## config.mk

```make
export PLATFORM = sky130hd
export DESIGN_NAME = mul_share_arb_flat
export DESIGN_NICKNAME = d
export VERILOG_FILES = /design/src/rtl/mul_share_arb_if.sv /design/src/rtl/mul_share_arb.sv /design/src/flat_wrapper.sv
export SDC_FILE = /design/constraint.sdc
export NUM_CORES = 1
export LEC_CHECK = 0
export BUFFER_PORTS_ARGS = -buffer_cell sky130_fd_sc_hd__buf_2
export CAP_MARGIN = 20
export CORE_ASPECT_RATIO = 0.75
export CORE_MARGIN = 3
export CORE_UTILIZATION = 50
export DETAILED_ROUTE_END_ITERATION = 12
export GPL_TIMING_DRIVEN = 0
export PLACE_DENSITY = 0.79
export SYNTH_ARGS = -nofsm -noshare
export SYNTH_HDL_FRONTEND = slang
export SYNTH_HIERARCHICAL = 1
export SYNTH_SLANG_ARGS = --single-unit
```

## constraint.sdc

```tcl
create_clock -name clk -period 9.3 [get_ports clk]
set_input_delay 0.465 -clock clk [delete_from_list [all_inputs] [get_ports clk]]
set_output_delay 0.465 -clock clk [all_outputs]
set_load 0.02 [all_outputs]
```

## src/rtl/mul_share_arb_if.sv

```systemverilog
// Requester, response and multiplier-port bundle for mul_share_arb.
// Operand vectors are packed per requester: requester i occupies [i][W-1:0].
interface mul_share_arb_if #(
  parameter int N = 4,
  parameter int W = 4
);
  localparam int IDW = $clog2(N);

  logic [N-1:0]          req_valid;
  logic [N-1:0]          req_ready;
  logic [N-1:0][W-1:0]   req_a;
  logic [N-1:0][W-1:0]   req_b;
  logic                  rsp_valid;
  logic [IDW-1:0]        rsp_id;
  logic [2*W-1:0]        rsp_data;
  logic [N-1:0]          busy;
  logic [W-1:0]          mul_a;
  logic [W-1:0]          mul_b;
  logic [2*W-1:0]        mul_out;

  modport master (
    output req_valid, req_a, req_b, mul_out,
    input  req_ready, rsp_valid, rsp_id, rsp_data, busy, mul_a, mul_b
  );

  modport slave (
    input  req_valid, req_a, req_b, mul_out,
    output req_ready, rsp_valid, rsp_id, rsp_data, busy, mul_a, mul_b
  );
endinterface

```

## src/rtl/mul_share_arb.sv

```systemverilog
// Round-robin sharing of one LAT-deep pipelined multiplier among N requesters,
// with a tag pipeline carrying the issuing requester ID alongside each product.
module mul_share_arb_lane (
  input  logic clk,
  input  logic rst,
  input  logic req_valid,
  input  logic set,
  input  logic clr,
  output logic busy,
  output logic elig
);
  // set and clr are mutually exclusive: set needs ~busy, clr needs busy
  always_ff @(posedge clk or posedge rst) begin
    if (rst)      busy <= 1'b0;
    else if (set) busy <= 1'b1;
    else if (clr) busy <= 1'b0;
  end

  assign elig = req_valid & ~busy;
endmodule

module mul_share_arb #(
  parameter int N   = 4,
  parameter int W   = 4,
  parameter int LAT = 2,
  localparam int IDW = $clog2(N)
) (
  input logic           clk,
  input logic           rst,
  mul_share_arb_if.slave bus
);
  logic [N-1:0]         elig;
  logic [N-1:0]         busy_q;
  logic [N-1:0]         grant_raw;
  logic [N-1:0]         grant;
  logic [N-1:0]         done_oh;
  logic [IDW-1:0]       gnt_id;
  logic [IDW-1:0]       idx;
  logic                 found;
  logic                 issue;

  logic [IDW-1:0]       ptr;
  logic [LAT:0]         vld_pipe;
  logic [LAT:0][IDW-1:0] id_pipe;
  logic [W-1:0]         mul_a_q;
  logic [W-1:0]         mul_b_q;
  logic                 rsp_valid_q;
  logic [IDW-1:0]       rsp_id_q;
  logic [2*W-1:0]       rsp_data_q;

  mul_share_arb_lane u_lane [N-1:0] (
    .clk       (clk),
    .rst       (rst),
    .req_valid (bus.req_valid),
    .set       (grant),
    .clr       (done_oh),
    .busy      (busy_q),
    .elig      (elig)
  );

  // First eligible requester at or after ptr, wrapping modulo N
  always_comb begin
    grant_raw = '0;
    gnt_id    = '0;
    idx       = '0;
    found     = 1'b0;
    for (int k = 0; k < N; k++) begin
      idx = IDW'((int'(ptr) + k) % N);
      if (!found && elig[idx]) begin
        found          = 1'b1;
        grant_raw[idx] = 1'b1;
        gnt_id         = idx;
      end
    end
  end

  assign grant   = rst ? '0 : grant_raw;
  assign issue   = |grant;
  assign done_oh = vld_pipe[LAT] ? (N'(1) << id_pipe[LAT]) : '0;

  always_ff @(posedge clk or posedge rst) begin
    if (rst) begin
      ptr         <= '0;
      vld_pipe    <= '0;
      id_pipe     <= '0;
      mul_a_q     <= '0;
      mul_b_q     <= '0;
      rsp_valid_q <= 1'b0;
      rsp_id_q    <= '0;
      rsp_data_q  <= '0;
    end else begin
      vld_pipe    <= {vld_pipe[LAT-1:0], issue};
      id_pipe     <= {id_pipe[LAT-1:0], gnt_id};
      rsp_valid_q <= vld_pipe[LAT];
      if (vld_pipe[LAT]) begin
        rsp_id_q   <= id_pipe[LAT];
        rsp_data_q <= bus.mul_out;
      end
      if (issue) begin
        mul_a_q <= bus.req_a[gnt_id];
        mul_b_q <= bus.req_b[gnt_id];
        ptr     <= (gnt_id == IDW'(N-1)) ? '0 : gnt_id + IDW'(1);
      end
    end
  end

  assign bus.req_ready = grant;
  assign bus.busy      = busy_q;
  assign bus.mul_a     = mul_a_q;
  assign bus.mul_b     = mul_b_q;
  assign bus.rsp_valid = rsp_valid_q;
  assign bus.rsp_id    = rsp_id_q;
  assign bus.rsp_data  = rsp_data_q;
endmodule

```

## src/flat_wrapper.sv

```systemverilog
// flat-port wrapper written by rule: the top's interface ports become plain ports
module mul_share_arb_flat 
#(
  parameter int N   = 4,
  parameter int W   = 4,
  parameter int LAT = 2,
  localparam int IDW = $clog2(N)
)
  (clk, rst, bus_req_valid, bus_req_a, bus_req_b, bus_mul_out, bus_req_ready, bus_rsp_valid, bus_rsp_id, bus_rsp_data, bus_busy, bus_mul_a, bus_mul_b);
  mul_share_arb_if #(.N(N), .W(W)) bus_i ();
  input logic clk;
  input logic rst;
  input wire logic [$bits(bus_i.req_valid)-1:0] bus_req_valid;
  input wire logic [$bits(bus_i.req_a)-1:0] bus_req_a;
  input wire logic [$bits(bus_i.req_b)-1:0] bus_req_b;
  input wire logic [$bits(bus_i.mul_out)-1:0] bus_mul_out;
  output wire logic [$bits(bus_i.req_ready)-1:0] bus_req_ready;
  output wire logic [$bits(bus_i.rsp_valid)-1:0] bus_rsp_valid;
  output wire logic [$bits(bus_i.rsp_id)-1:0] bus_rsp_id;
  output wire logic [$bits(bus_i.rsp_data)-1:0] bus_rsp_data;
  output wire logic [$bits(bus_i.busy)-1:0] bus_busy;
  output wire logic [$bits(bus_i.mul_a)-1:0] bus_mul_a;
  output wire logic [$bits(bus_i.mul_b)-1:0] bus_mul_b;
  assign bus_i.req_valid = bus_req_valid;
  assign bus_i.req_a = bus_req_a;
  assign bus_i.req_b = bus_req_b;
  assign bus_i.mul_out = bus_mul_out;
  assign bus_req_ready = bus_i.req_ready;
  assign bus_rsp_valid = bus_i.rsp_valid;
  assign bus_rsp_id = bus_i.rsp_id;
  assign bus_rsp_data = bus_i.rsp_data;
  assign bus_busy = bus_i.busy;
  assign bus_mul_a = bus_i.mul_a;
  assign bus_mul_b = bus_i.mul_b;
  mul_share_arb #(.N(N), .W(W), .LAT(LAT)) u_core (.clk(clk), .rst(rst), .bus(bus_i));
endmodule
```

==> impl_metrics.tcl <==
set metrics [dict create \
    clkSinkCount 34 \
    rrSetupSlack_ps 5950 \
    synth_area_leader_cell "dfrtp_1" \
    num_rows 20 \
    cts_root_buf "clkbuf_8" \
    ctsHoldBuffers 0 \
    track_usage_pct 20.5 \
    relSlewSlack_pct 62.0 \
    worstMarginPinSlew_ps 567 \
    h-tree-depth 2 \
    yosys_warnings 6 \
    synth.avg_cell_area_sq_um 10.3 \
    synth_flop_cell "dfrtp_1" \
    critPathBufInv 5 \
    ir_drop_v 0.000216 \
    cts_tree "yes" \
    worstPathArrival_ps 3100 \
    crit_top_cell "buf_6" \
    antenna_found_initial 0 \
    worst-r2r-cell-count 13 \
    ys_seq_area_share_pct 38.2 \
    hold_class "input port to asynchronous set/reset pin" \
    gp_congestion 0.860 \
    pre_cts_ws_ps 5990 \
    r2r-end "u_core/bus.mul_b[0]" \
    ys_seq_elements 34 \
    total_power_mw 1.13 \
    finalHoldViolations 0 \
    place_inst 344 \
    grt_max_degree 31 \
    syn-num-nets 271 \
    finalSetupTns_ps 0 \
    slowest_delay_ps 440 \
    drc 0 \
    final_common_cell "buf_2" \
    rsz0062_at_grt "no" \
    place_hpwl_microns 4000 \
    critPathSlowestCell "dfrtp_1" \
    final_layout_size_suffix_gt1_share_pct 39.9 \
    route.vias.total 2048 \
    initial_core_util_pct 53.3 \
    grt_overflow 0 \
    die_y_microns 63.8 \
    fin_skew_ps 6.48 \
    worstPathRequired_ps 8840 \
    grt_first_pass_wirelength_microns 9090 \
    synth-edff-count 0 \
    finalMaxSlewViolations 0 \
    routed_wl_microns 5350 \
    num_io_pins 73 \
    nFillCells 330 \
    drtIter0Drc 100 \
    wl_per_cell_microns 15.1 \
    grt_pass1_vias 1971 \
    final_nets 351 \
    ctsResizeCount 0 \
    critical-path-top-delay-family "buffers and inverters" \
    clock_path_buffers 2 \
    worstSetupPathType "flip-flop to primary output" \
    mostFrequentLayoutCells "buf_2 (75), dfrtp_1 (34), nand2_1 (29)" \
    clock_latency_ps 280 \
    worstPathMaxFanout 10 \
    netlist.area_leader.share_pct 38.2 \
    cts_buffers 5 \
    worst_slack_ps 5740 \
    crit_chain "buf_6, inv_1, ha_1, clkbuf_1, mux4_2, nand2b_4, buf_6, o211ai_1, o21ai_1, a21oi_1, buf_2" \
    postSynthCellCount 217 \
    dr.pass1.iters 5 \
    final_area_sq_um 2820 \
    fin_cells 353 \
    path_clk_slew_ps 70 \
    dieArea_sq_um 5300 \
    rr_startpoint "u_core/ptr[0]" \
    fin_crit_sh_pct 38.3 \
    period_needed_ps 3560 \
    worst_setup_path_end_kind "primary output" \
    cap_viol_max_count 0 \
    diodes 0 \
    die_x_microns 83.1 \
    setup_viol 0 \
    status "completed" \
    place_area_sq_um 2660 \
    synth_async_sr_flop_share_pct 100 \
    ant_nets 0 \
    vias_per_cell 5.80 \
    cts_post_setup_buffers_inserted 0 \
    core_area_sq_um 4180 \
    power-per-cell-area_nw_per_um2 400 \
    syn-cell-area_sq_um 2230 \
    synthTopCellsByArea "dfrtp_1 (38%), mux2_2 (9.1%), nand4b_1 (6.3%), nand2_1 (4.9%), ha_1 (4.5%)" \
    io_buffer_count 72 \
    p_leak_nw 1.31 \
    yosysUniqueCellTypes 49 \
    synthToLayoutAreaGrowth_pct 26.7 \
    critPathLaunchType "flip-flop" \
    fmax_mhz 281 \
]
flip-flops by register name, indices dropped and copies added, names as in the netlist:
| name | count |
|---|---|
| u_core/bus.rsp_valid | 1 |
| u_core/bus.mul_b | 4 |
| u_core/u_lane/busy | 4 |
| u_core/ptr | 2 |
| u_core/bus.rsp_id | 2 |
| u_core/id_pipe | 6 |
| u_core/bus.rsp_data | 8 |
| u_core/vld_pipe | 3 |
| u_core/bus.mul_a | 4 |
report_power, final:
group / internal (mW) / leakage, nW / total [mW] / switching [mW]
Sequential: 0.220 / 0.407 / 0.263 / 0.0428
Combinational: 0.301 / 0.833 / 0.707 / 0.406
Clock: 0.107 / 0.0683 / 0.160 / 0.0528
per-stage QoR:
step | hold slack, ps | util, %
floorplan | 194 | -
global placement | 335 | 63.6
detailed placement | 338 | 63.6
CTS | 96.6 | 66.9
global route | 93.2 | 67.5
finish | 98.6 | 67.5
synth_stat cells (2+ instances only):
cell type   n
dfrtp_1    34
nand2_1    29
mux2_2     18
nand4b_1   16
inv_1      15
o311ai_1    9
a32oi_1     8
clkbuf_1    8
ha_1        8
o311ai_0    7
nor2_1      5
a21o_1      4
buf_6       4
nor2b_1     4
a21oi_1     3
buf_2       3
mux2i_1     3
o211ai_1    3
o21ai_1     3
a2bb2oi_1   2
and3b_1     2
mux4_2      2
metal layers:
layer	wire length, microns	global-route usage, %	vias up
met1	2470	30.0	962
met4	25	2.04	0
met2	2390	31.8	102
li1	-	-	980
met5	0	0	-
met3	458	5.15	4
logic make-up after synthesis:
kind of cell	synth area share (%)
mux	13.6
xor+xnor	0.393
compound gates	18.1
flops	38.2
fa+ha+maj	4.49
buf+inv	7.30
simple gates	17.9
worst max path at each step:
stage / from / cells past startpoint / end / slack [ps]
final: u_core/ptr[0] / 11 / bus_req_ready[2] / 5740
after global routing: u_core/ptr[0] / 11 / bus_req_ready[0] / 5520
after CTS: u_core/ptr[0] / 11 / bus_req_ready[0] / 5740
after detailed placement: u_core/ptr[0] / 13 / u_core/bus.mul_b[0] / 5990
after global placement: u_core/ptr[0] / 13 / u_core/bus.mul_b[0] / 5980
after floorplan: u_core/ptr[0] / 11 / u_core/bus.mul_a[0] / 6340
worst register-to-register path: stages, from the launching register on:
cell      delay [ps]
dfrtp_1          440
buf_6            170
inv_1            140
ha_1             320
clkbuf_1         270
mux4_2           440
nand2b_4         170
buf_6            130
and3_4           180
buf_6            130
buf_6            140
o311ai_1         310
a32oi_1          110
mux2_2           280
layout make-up:
class	count	area, sq um	area share, %
multi-input combinational	150	1210	43.0
sequential	34	851	30.1
timing repair buffer	73	388	13.7
buffer	18	106	3.77
clock buffer	5	68.8	2.44
clock inverter	3	68.8	2.44
tap	55	68.8	2.44
inverter	15	56.3	1.99
No activity file was read; power rests on OpenSTA's default activity.
